### src/rtl/hk_pt_pkg.sv
// Shared state encoding, command defaults and sizing helper for the
// housekeeping SPI pass-thru router.
package hk_pt_pkg;

  typedef logic [2:0] state_t;

  localparam state_t ST_IDLE   = 3'd0;
  localparam state_t ST_CMD    = 3'd1;
  localparam state_t ST_PASS   = 3'd2;
  localparam state_t ST_IGNORE = 3'd3;
  localparam state_t ST_ABORT  = 3'd4;

  localparam logic [7:0] CMD_BASE_DEF = 8'hC2;
  localparam int         CMD_STEP_DEF = 2;

  // Width of a channel index; a single channel still gets one bit.
  function automatic int ch_width(input int n);
    return (n > 1) ? $clog2(n) : 1;
  endfunction

endpackage

### src/rtl/hk_pt_sync.sv
// Multi-stage synchronizer for an asynchronous SPI pin, followed by one
// edge-detect register so level and edge pulses stay cycle-aligned.
module hk_pt_sync #(
  parameter int   STAGES  = 2,
  parameter logic RST_VAL = 1'b0
) (
  input  logic clock,
  input  logic resetb,
  input  logic d,
  output logic q,
  output logic rise,
  output logic fall
);

  logic [STAGES-1:0] sync_r;
  logic              q_r;
  logic              rise_r;
  logic              fall_r;

  // synchronizer chain plus edge register; q and the edge pulses change together
  always_ff @(posedge clock or negedge resetb) begin
    if (!resetb) begin
      sync_r <= {STAGES{RST_VAL}};
      q_r    <= RST_VAL;
      rise_r <= 1'b0;
      fall_r <= 1'b0;
    end else begin
      sync_r <= {sync_r[STAGES-2:0], d};
      q_r    <= sync_r[STAGES-1];
      rise_r <= sync_r[STAGES-1] & ~q_r;
      fall_r <= ~sync_r[STAGES-1] & q_r;
    end
  end

  assign q    = q_r;
  assign rise = rise_r;
  assign fall = fall_r;

endmodule

### src/rtl/hk_spi_passthru_mux.sv
// Housekeeping SPI router: decodes the first command byte and either routes
// the transaction to one of N_CH flash ports or hands the byte to the register engine.
module hk_spi_passthru_mux
  import hk_pt_pkg::*;
#(
  parameter int              N_CH        = 2,
  parameter logic [7:0]      CMD_BASE    = CMD_BASE_DEF,
  parameter int              CMD_STEP    = CMD_STEP_DEF,
  parameter logic [N_CH-1:0] RESET_MASK  = N_CH'(2'b10),
  parameter int              SYNC_STAGES = 2,
  parameter int              TIMEOUT     = 0,
  localparam int             CW          = ch_width(N_CH)
) (
  input  logic            clock,
  input  logic            resetb,
  input  logic            sck,
  input  logic            csb,
  input  logic            sdi,
  output logic            sdo,
  output logic            sdo_oe,
  output logic [N_CH-1:0] pt_csb,
  output logic [N_CH-1:0] pt_clk,
  output logic [N_CH-1:0] pt_io0,
  input  logic [N_CH-1:0] pt_io1,
  output logic            cpu_reset,
  output logic [7:0]      cmd_byte,
  output logic            cmd_valid,
  output logic            busy,
  output logic [CW-1:0]   active_ch,
  output logic [15:0]     byte_count,
  output logic            abort
);

  logic sck_q_s, sck_rise_s, sck_fall_s;
  logic csb_lvl_unused_s, csb_rise_s, csb_fall_s;
  logic sdi_q_s, sdi_rise_unused_s, sdi_fall_unused_s;

  hk_pt_sync #(.STAGES(SYNC_STAGES), .RST_VAL(1'b0)) u_sync_sck (
    .clock(clock), .resetb(resetb), .d(sck),
    .q(sck_q_s), .rise(sck_rise_s), .fall(sck_fall_s));

  hk_pt_sync #(.STAGES(SYNC_STAGES), .RST_VAL(1'b1)) u_sync_csb (
    .clock(clock), .resetb(resetb), .d(csb),
    .q(csb_lvl_unused_s), .rise(csb_rise_s), .fall(csb_fall_s));

  hk_pt_sync #(.STAGES(SYNC_STAGES), .RST_VAL(1'b0)) u_sync_sdi (
    .clock(clock), .resetb(resetb), .d(sdi),
    .q(sdi_q_s), .rise(sdi_rise_unused_s), .fall(sdi_fall_unused_s));

  state_t          state_r;
  logic [2:0]      bit_cnt_r;
  logic            cmd_full_r;
  logic [7:0]      shift_r;
  logic [CW-1:0]   ch_r;
  logic            armed_r;
  logic [2:0]      edge_cnt_r;
  logic [15:0]     tmo_r;
  logic [N_CH-1:0] pt_csb_r, pt_clk_r, pt_io0_r;
  logic            sdo_r, sdo_oe_r, cpu_reset_r, cmd_valid_r, busy_r, abort_r;
  logic [7:0]      cmd_byte_r;
  logic [15:0]     byte_count_r;

  logic            hit_s;
  logic [CW-1:0]   hit_ch_s;
  logic            sck_edge_s;
  logic            tmo_hit_s;

  // match the captured byte against every channel's pass-thru command
  always_comb begin
    hit_s    = 1'b0;
    hit_ch_s = '0;
    for (int k = 0; k < N_CH; k++) begin
      hit_ch_s = (shift_r == 8'(int'(CMD_BASE) + k * CMD_STEP)) ? CW'(k) : hit_ch_s;
      hit_s    = hit_s | (shift_r == 8'(int'(CMD_BASE) + k * CMD_STEP));
    end
  end

  // tmo_r counts clocks since the last synced sck edge; abort fires as it reaches TIMEOUT
  always_comb begin
    sck_edge_s = sck_rise_s | sck_fall_s;
    tmo_hit_s  = (TIMEOUT != 0) && !sck_edge_s && (tmo_r == 16'(TIMEOUT - 1));
  end

  // transaction sequencing and every registered output
  always_ff @(posedge clock or negedge resetb) begin
    if (!resetb) begin
      state_r      <= ST_IDLE;
      bit_cnt_r    <= 3'd0;
      cmd_full_r   <= 1'b0;
      shift_r      <= 8'h00;
      ch_r         <= '0;
      armed_r      <= 1'b0;
      edge_cnt_r   <= 3'd0;
      tmo_r        <= 16'd0;
      pt_csb_r     <= '1;
      pt_clk_r     <= '0;
      pt_io0_r     <= '0;
      sdo_r        <= 1'b0;
      sdo_oe_r     <= 1'b0;
      cpu_reset_r  <= 1'b0;
      cmd_byte_r   <= 8'h00;
      cmd_valid_r  <= 1'b0;
      busy_r       <= 1'b0;
      byte_count_r <= 16'd0;
      abort_r      <= 1'b0;
    end else begin
      cmd_valid_r <= 1'b0;
      abort_r     <= 1'b0;
      tmo_r       <= sck_edge_s ? 16'd1 : tmo_r + 16'd1;
      if (csb_rise_s) begin
        // end of transaction wins over any sck edge in the same cycle
        state_r     <= ST_IDLE;
        busy_r      <= 1'b0;
        armed_r     <= 1'b0;
        pt_csb_r    <= '1;
        pt_clk_r    <= '0;
        pt_io0_r    <= '0;
        sdo_r       <= 1'b0;
        sdo_oe_r    <= 1'b0;
        cpu_reset_r <= 1'b0;
      end else begin
        case (state_r)
          ST_IDLE: begin
            tmo_r <= 16'd0;
            if (csb_fall_s) begin
              state_r      <= ST_CMD;
              busy_r       <= 1'b1;
              bit_cnt_r    <= 3'd0;
              cmd_full_r   <= 1'b0;
              byte_count_r <= 16'd0;
            end
          end
          ST_CMD: begin
            if (tmo_hit_s) begin
              state_r  <= ST_ABORT;
              abort_r  <= 1'b1;
              pt_csb_r <= '1;
            end else if (cmd_full_r) begin
              cmd_full_r <= 1'b0;
              if (hit_s) begin
                state_r     <= ST_PASS;
                ch_r        <= hit_ch_s;
                armed_r     <= 1'b0;
                edge_cnt_r  <= 3'd0;
                pt_csb_r    <= ~(N_CH'(1) << hit_ch_s);
                cpu_reset_r <= RESET_MASK[hit_ch_s];
                sdo_oe_r    <= 1'b1;
              end else begin
                state_r     <= ST_IGNORE;
                cmd_valid_r <= 1'b1;
                cmd_byte_r  <= shift_r;
              end
            end else if (sck_rise_s) begin
              shift_r    <= {shift_r[6:0], sdi_q_s};
              bit_cnt_r  <= bit_cnt_r + 3'd1;
              cmd_full_r <= (bit_cnt_r == 3'd7);
            end
          end
          ST_PASS: begin
            if (tmo_hit_s) begin
              state_r     <= ST_ABORT;
              abort_r     <= 1'b1;
              pt_csb_r    <= '1;
              pt_clk_r    <= '0;
              pt_io0_r    <= '0;
              sdo_r       <= 1'b0;
              sdo_oe_r    <= 1'b0;
              cpu_reset_r <= 1'b0;
            end else begin
              // armed_r masks the tail of command bit 0, still high on entry
              if (sck_fall_s) armed_r <= 1'b1;
              pt_clk_r <= N_CH'(sck_q_s & armed_r) << ch_r;
              pt_io0_r <= N_CH'(sdi_q_s) << ch_r;
              sdo_r    <= pt_io1[ch_r];
              if (sck_rise_s && armed_r) begin
                edge_cnt_r <= edge_cnt_r + 3'd1;
                if (edge_cnt_r == 3'd7 && byte_count_r != 16'hFFFF) begin
                  byte_count_r <= byte_count_r + 16'd1;
                end
              end
            end
          end
          ST_IGNORE: begin
            sdo_oe_r <= 1'b0;
          end
          ST_ABORT: begin
            pt_csb_r <= '1;
          end
          default: begin
            state_r <= ST_IDLE;
            busy_r  <= 1'b0;
          end
        endcase
      end
    end
  end

  assign sdo        = sdo_r;
  assign sdo_oe     = sdo_oe_r;
  assign pt_csb     = pt_csb_r;
  assign pt_clk     = pt_clk_r;
  assign pt_io0     = pt_io0_r;
  assign cpu_reset  = cpu_reset_r;
  assign cmd_byte   = cmd_byte_r;
  assign cmd_valid  = cmd_valid_r;
  assign busy       = busy_r;
  assign active_ch  = ch_r;
  assign byte_count = byte_count_r;
  assign abort      = abort_r;

endmodule

### config.mk
export PLATFORM = sky130hd
export DESIGN_NAME = hk_spi_passthru_mux
export DESIGN_NICKNAME = d
export VERILOG_FILES = /design/src/rtl/hk_pt_pkg.sv /design/src/rtl/hk_pt_sync.sv /design/src/rtl/hk_spi_passthru_mux.sv
export SDC_FILE = /design/constraint.sdc
export NUM_CORES = 1
export LEC_CHECK = 0
export CAP_MARGIN = 15
export CORE_ASPECT_RATIO = 1.2
export CORE_MARGIN = 3
export CORE_UTILIZATION = 40
export DETAILED_ROUTE_END_ITERATION = 7
export PLACE_DENSITY = 0.68
export SYNTH_ARGS = -nofsm -noshare
export SYNTH_HDL_FRONTEND = slang
export SYNTH_SLANG_ARGS = --single-unit
### constraint.sdc
create_clock -name clock -period 2.5 [get_ports clock]
set_input_delay 0.75 -clock clock [delete_from_list [all_inputs] [get_ports clock]]
set_output_delay 0.75 -clock clock [all_outputs]
set_load 0.01 [all_outputs]
* Yosys cells after proc, flatten, opt, wreduce, memory -nomap -nowiden
Cells that the tools add are included.
** Word-level totals
- Bits in registers :: 68
- Bits of input ports :: 7
- Output and inout port bits :: 37
- Logic and storage cells :: 155
** Cells by class
- Add/subtract/negate cells :: 3
- Order comparisons :: 2
- Eq/ne operators :: 22
- Shifts and indexed selects :: 3
- Multiplexer cells :: 56
- Bitwise operators :: 14
- Reduce and logical (&&, ||, !) cells :: 28
** Operators with widths (number)
- $mux W16 :: 3
- $pmux W16 S2 :: 1
- $mux W1 :: 28
- $mux W3 :: 9
- $add A16 B1 Y16 const B :: 1
- $eq A8 B8 Y1 const B :: 2
- $ne A16 B16 Y1 const B :: 1
- $reduce_and A4 Y1 :: 4
- $reduce_and A3 Y1 :: 5
- $reduce_and A5 Y1 :: 3
- $mux W2 :: 7
- $reduce_bool A2 Y1 :: 7
- $pmux W3 S2 :: 2
- $ne A2 B2 Y1 const B :: 5
- $eq A3 B3 Y1 const B :: 3
- $pmux W3 S3 :: 1
- $reduce_bool A3 Y1 :: 3
- $ne A2 B1 Y1 const B :: 4
- $pmux W1 S2 :: 4
- $not A1 Y1 :: 7
- $add A3 B1 Y3 const B :: 2
- $eq A3 B2 Y1 const B :: 2
- $ne A3 B1 Y1 const B :: 2
- $ne A3 B2 Y1 const B :: 2
- 13 further kinds :: 20

* Longest topological paths before layout
- Word-level depth :: 8
- Mapped depth :: 8
- Mapped depth without buffers :: 6

* By module
From an unflattened synthesis, not the netlist that was laid out.
** Second synthesis, totals
- Cells, all modules :: 284
- Area total of the unflattened synthesis :: 3111.7 µm²
** Modules (own cells, without submodules)
- hk_spi_passthru_mux :: instances 1, cells each 263, area each 2687.6 µm², sequential area each 1353.8 µm²
- hk_pt_sync at u_sync_sck ... :: instances 2, cells each 7, area each 140.1 µm², sequential area each 125.1 µm²
- hk_pt_sync at u_sync_csb :: instances 1, cells each 7, area each 143.9 µm², sequential area each 128.9 µm²

* Least setup slack after synthesis
OpenSTA, ideal clock, no wires.
- Kind :: register -> register
- Start :: register state_r[0]
- End :: register byte_count_r[9] (netlist: byte_count[9])
- Library setup time :: 0.126 ns
- Arrival time :: 1.783 ns
- Required time :: 2.374 ns
- Path slack :: 0.591 ns
- Cell stages (with the launch flop) :: 8
- Buffers on the path :: 2
- Cells stage by stage :: dfrtp_1 > inv_1 > ha_1 > buf_2 > nand2b_1 > a211o_1 > clkbuf_1 > a221o_1
** Between the ends
- Longest elaborated chain between the ends :: 3
- Elaborated cells between the ends (all ways) :: 8
** Ends and longest elaborated chain
- from (decl) :: RTL line hk_spi_passthru_mux.sv:50 : state_t state_r;
- from (signal assigned) :: RTL line hk_spi_passthru_mux.sv:87 : state_r <= ST_IDLE;
- from (signal assigned) :: RTL line hk_spi_passthru_mux.sv:112 : state_r <= ST_IDLE;
- from (signal assigned) :: RTL line hk_spi_passthru_mux.sv:126 : state_r <= ST_CMD;
- $eq A3 B2 Y1 / $logic_not A3 Y1 (equally long branches) :: RTL line hk_spi_passthru_mux.sv:122 : case (state_r)
- $ne A2 B2 Y1 (no source line), or another cell as far along
- $reduce_and A5 Y1 (no source line)
- to (signal assigned) :: RTL line hk_spi_passthru_mux.sv:178 : byte_count_r <= byte_count_r + 16'd1;
- to (decl) :: RTL line hk_spi_passthru_mux.sv:61 : logic [15:0] byte_count_r;
Parallel ways exist; a longest one is shown, timed or not.
A chain may end at the register's enable or synchronous reset.

* Worst setup path after layout
- Start :: register byte_count_r[7] (netlist: byte_count[7])
- End :: output byte_count[7]
** RTL lines
- to (decl) :: RTL line hk_spi_passthru_mux.sv:30 : output logic [15:0] byte_count,
No word-level cell between the ends.

==> metrics.cfg <==
[critical_path]
cp_max_fo=10
crit_buf_inv=1
regToRegSetupSlack_ps=360
crit_path_start_kind=flip-flop
arrival_ps=1470
path_cells=clkdlybuf4s50_1
worst-setup-path-type=flip-flop to output pin
reg2reg_from=state_r[1]
end_kind=output pin
critPathLaunch=byte_count[7]
cp_slowest_cell=clkdlybuf4s50_1
crit_family=buffers and inverters
slowest_delay_ps=610
worstPathRequired_ps=1750

[cells_and_area]
multi_input_area_um2=1592
diodes=0
nFillCells=778
drive_gt1_frac=0.1475
register_area_um2=1683
area_growth_pct=21.66
nets=377

[die]
core-area_um2=8198
die_w_um=90.05
start_util=0.4136
die_h_um=106.9
row_count=36
dieArea_um2=9623
io_pins=44

[sta]
tightest_slew_ps=693.6
fmax_mhz=450.7
skew_ps=13.91
setup_viol=0
finalCriticalPeriod_ps=2219
slew_viol_final=0
fin_crit_sh=0.8875
setup_tns_ps=0
finalHoldViolations=0
slew_headroom=0.5340
rsz0062_at_grt=no

[route]
drt-initial-drc-count=103
wire_per_inst_um=15.46
vias_per_cell=5.694
firstDrtPassIters=4
vias=2733
drt-total-wl_um=7421
ant_nets=0
drc_errors=0

[flow_run]
cap_violations=0

[global_route]
grt_use_total=0.1582
grt_max_degree=68
grt_pass1_vias=2623
grt-ovfl-total=0
grt_pass1_wl_um=12610
antenna_found_initial=0

[synth]
synth-edff-count=0
postSynthCellCount=319
synth_cell_types=64
synth_compound_area_frac=0.1542
synth_top_family_by_area=simple AND/OR/NAND/NOR gates
synthXorXnorAreaFrac=0.002583
yosys_warnings=0
syn_area_um2=3391
synth-simple-area-share=0.2188
syn_avg_cell_area_um2=10.63
synthFlopType=dfrtp_1
synth.net_count=335
synthAdderAreaFrac=0.03321
synth-seq-area-share=0.4963
synth.area.mux_share=0.05941
ys_ff_latch=67
synthArstFlopShare=1.000

[run_status]
status=complete, no violations

[clock_network]
root_buffer=clkbuf_8
htree_levels=3
ctsHoldBuffers=0
cts_tree=yes
clock_sink_count=67
clkSlewWorstSetupHoldPaths_ps=70
post_cts_buffers=0
clock_latency_ps=340
cts_resized=0
cts_buffers=9
cts.path.max_buffers=2

[power_and_ir_drop]
peakVddDrop_v=0.0004918
p_leak_nw=1.717
p_total_mw=2.769
p_per_area_nw_per_um2=671.2

[placement]
io_buffers=42
place.gp.congestion=0.8632
post-dp-hpwl_um=5210

[hold_path]
holdCritPathClass=flip-flop to flip-flop
min_from=u_sync_sdi.sync_r[1]

==> layout make-up <==
| class | count | share of cell area |
|---|---|---|
| Clock inverter | 5 | 0.01335 |
| Inverter | 7 | 0.006369 |
| Timing Repair Buffer | 51 | 0.1201 |
| Clock buffer | 11 | 0.03185 |
| Tap cell | 114 | 0.03458 |
| Multi-Input combinational cell | 225 | 0.3858 |
| Sequential cell | 67 | 0.4079 |
==> final timing paths <==
path,to,cells past startpoint
setup / recovery,byte_count[7],1
hold / removal,u_sync_sdi.q,0
setup reg to reg,cmd_byte[1],6
hold reg to reg,u_sync_sdi.q,0
max in group asynchronous,pt_csb[0],2
min in group asynchronous,byte_count[3],2
==> state kept, by name, indices dropped and copies added, names as in the netlist, 3 cells and up <==
signal and flops:
bit_cnt_r 3, byte_count 16, cmd_byte 8, edge_cnt_r 3, shift_r 8
==> layer usage <==
metal	vias to the layer above	GRT usage	wire (µm)
met5	-	0	0
met4	0	0.03829	74
met3	8	0.03789	384
met2	78	0.2718	3782
met1	1363	0.2024	3180
li1	1284	-	-
==> power by group <==
part	switching (mW)	total [mW]	internal, mW
sequential	0.141	1.34	1.20
clock	0.395	0.853	0.458
combinational	0.322	0.573	0.251
total	0.858	2.77	1.91
==> kinds of logic after synthesis <==
family,Yosys count
adders and majority gates,9
other,1
DFF,67
AOI/OAI and AO/OA,73
muxes,18
xor gates and xnor gates,1
buffers and inverters,27
and+or+nand+nor,123
==> cell usage after synthesis (4+ instances only) <==
cell	count	share of area
o311ai_0	5	0.013
dfrtp_1	62	0.46
a211oi_1	4	0.0089
nand4_1	11	0.020
and4_1	6	0.015
nand3_1	18	0.027
nor2b_1	12	0.022
dfstp_2	5	0.039
a31oi_1	16	0.030
inv_1	7	0.0078
nor3b_1	4	0.0089
nor2_1	12	0.013
nor3_1	6	0.0089
nand2b_1	5	0.0092
clkbuf_1	14	0.015
a21oi_1	13	0.019
o21ai_0	6	0.0089
ha_1	9	0.033
mux2_2	17	0.056
nand2_1	25	0.028
==> metrics by stage <==
step / cell area, µm² / setup WS (ps) / cells / utilization / hold slack, ps
after floorplan: 3391 / 591.2 / 319 / - / 331.2
after global placement: 3939 / 456.6 / 464 / 0.4805 / 333.1
after detailed placement: 3939 / 416.8 / 464 / 0.4805 / 336.3
after CTS: 4125 / 269.0 / 480 / 0.5032 / 353.4
after global routing: 4125 / 153.1 / 480 / 0.5032 / 358.2
final: 4125 / 281.2 / 480 / 0.5032 / 349.9
==> layout by cell type (no fill, tap or decap), types with 7 or more instances in the layout <==
cell type,n
inv_1,7
mux2_2,17
a31oi_1,16
nand4_1,11
nor2b_1,12
ha_1,9
clkdlybuf4s50_1,41
nand2_1,25
nor2_1,12
clkbuf_8,9
a21oi_1,13
dfrtp_1,62
nand3_1,18
buf_4,8
Note: power is estimated with default switching activity, not from simulation.
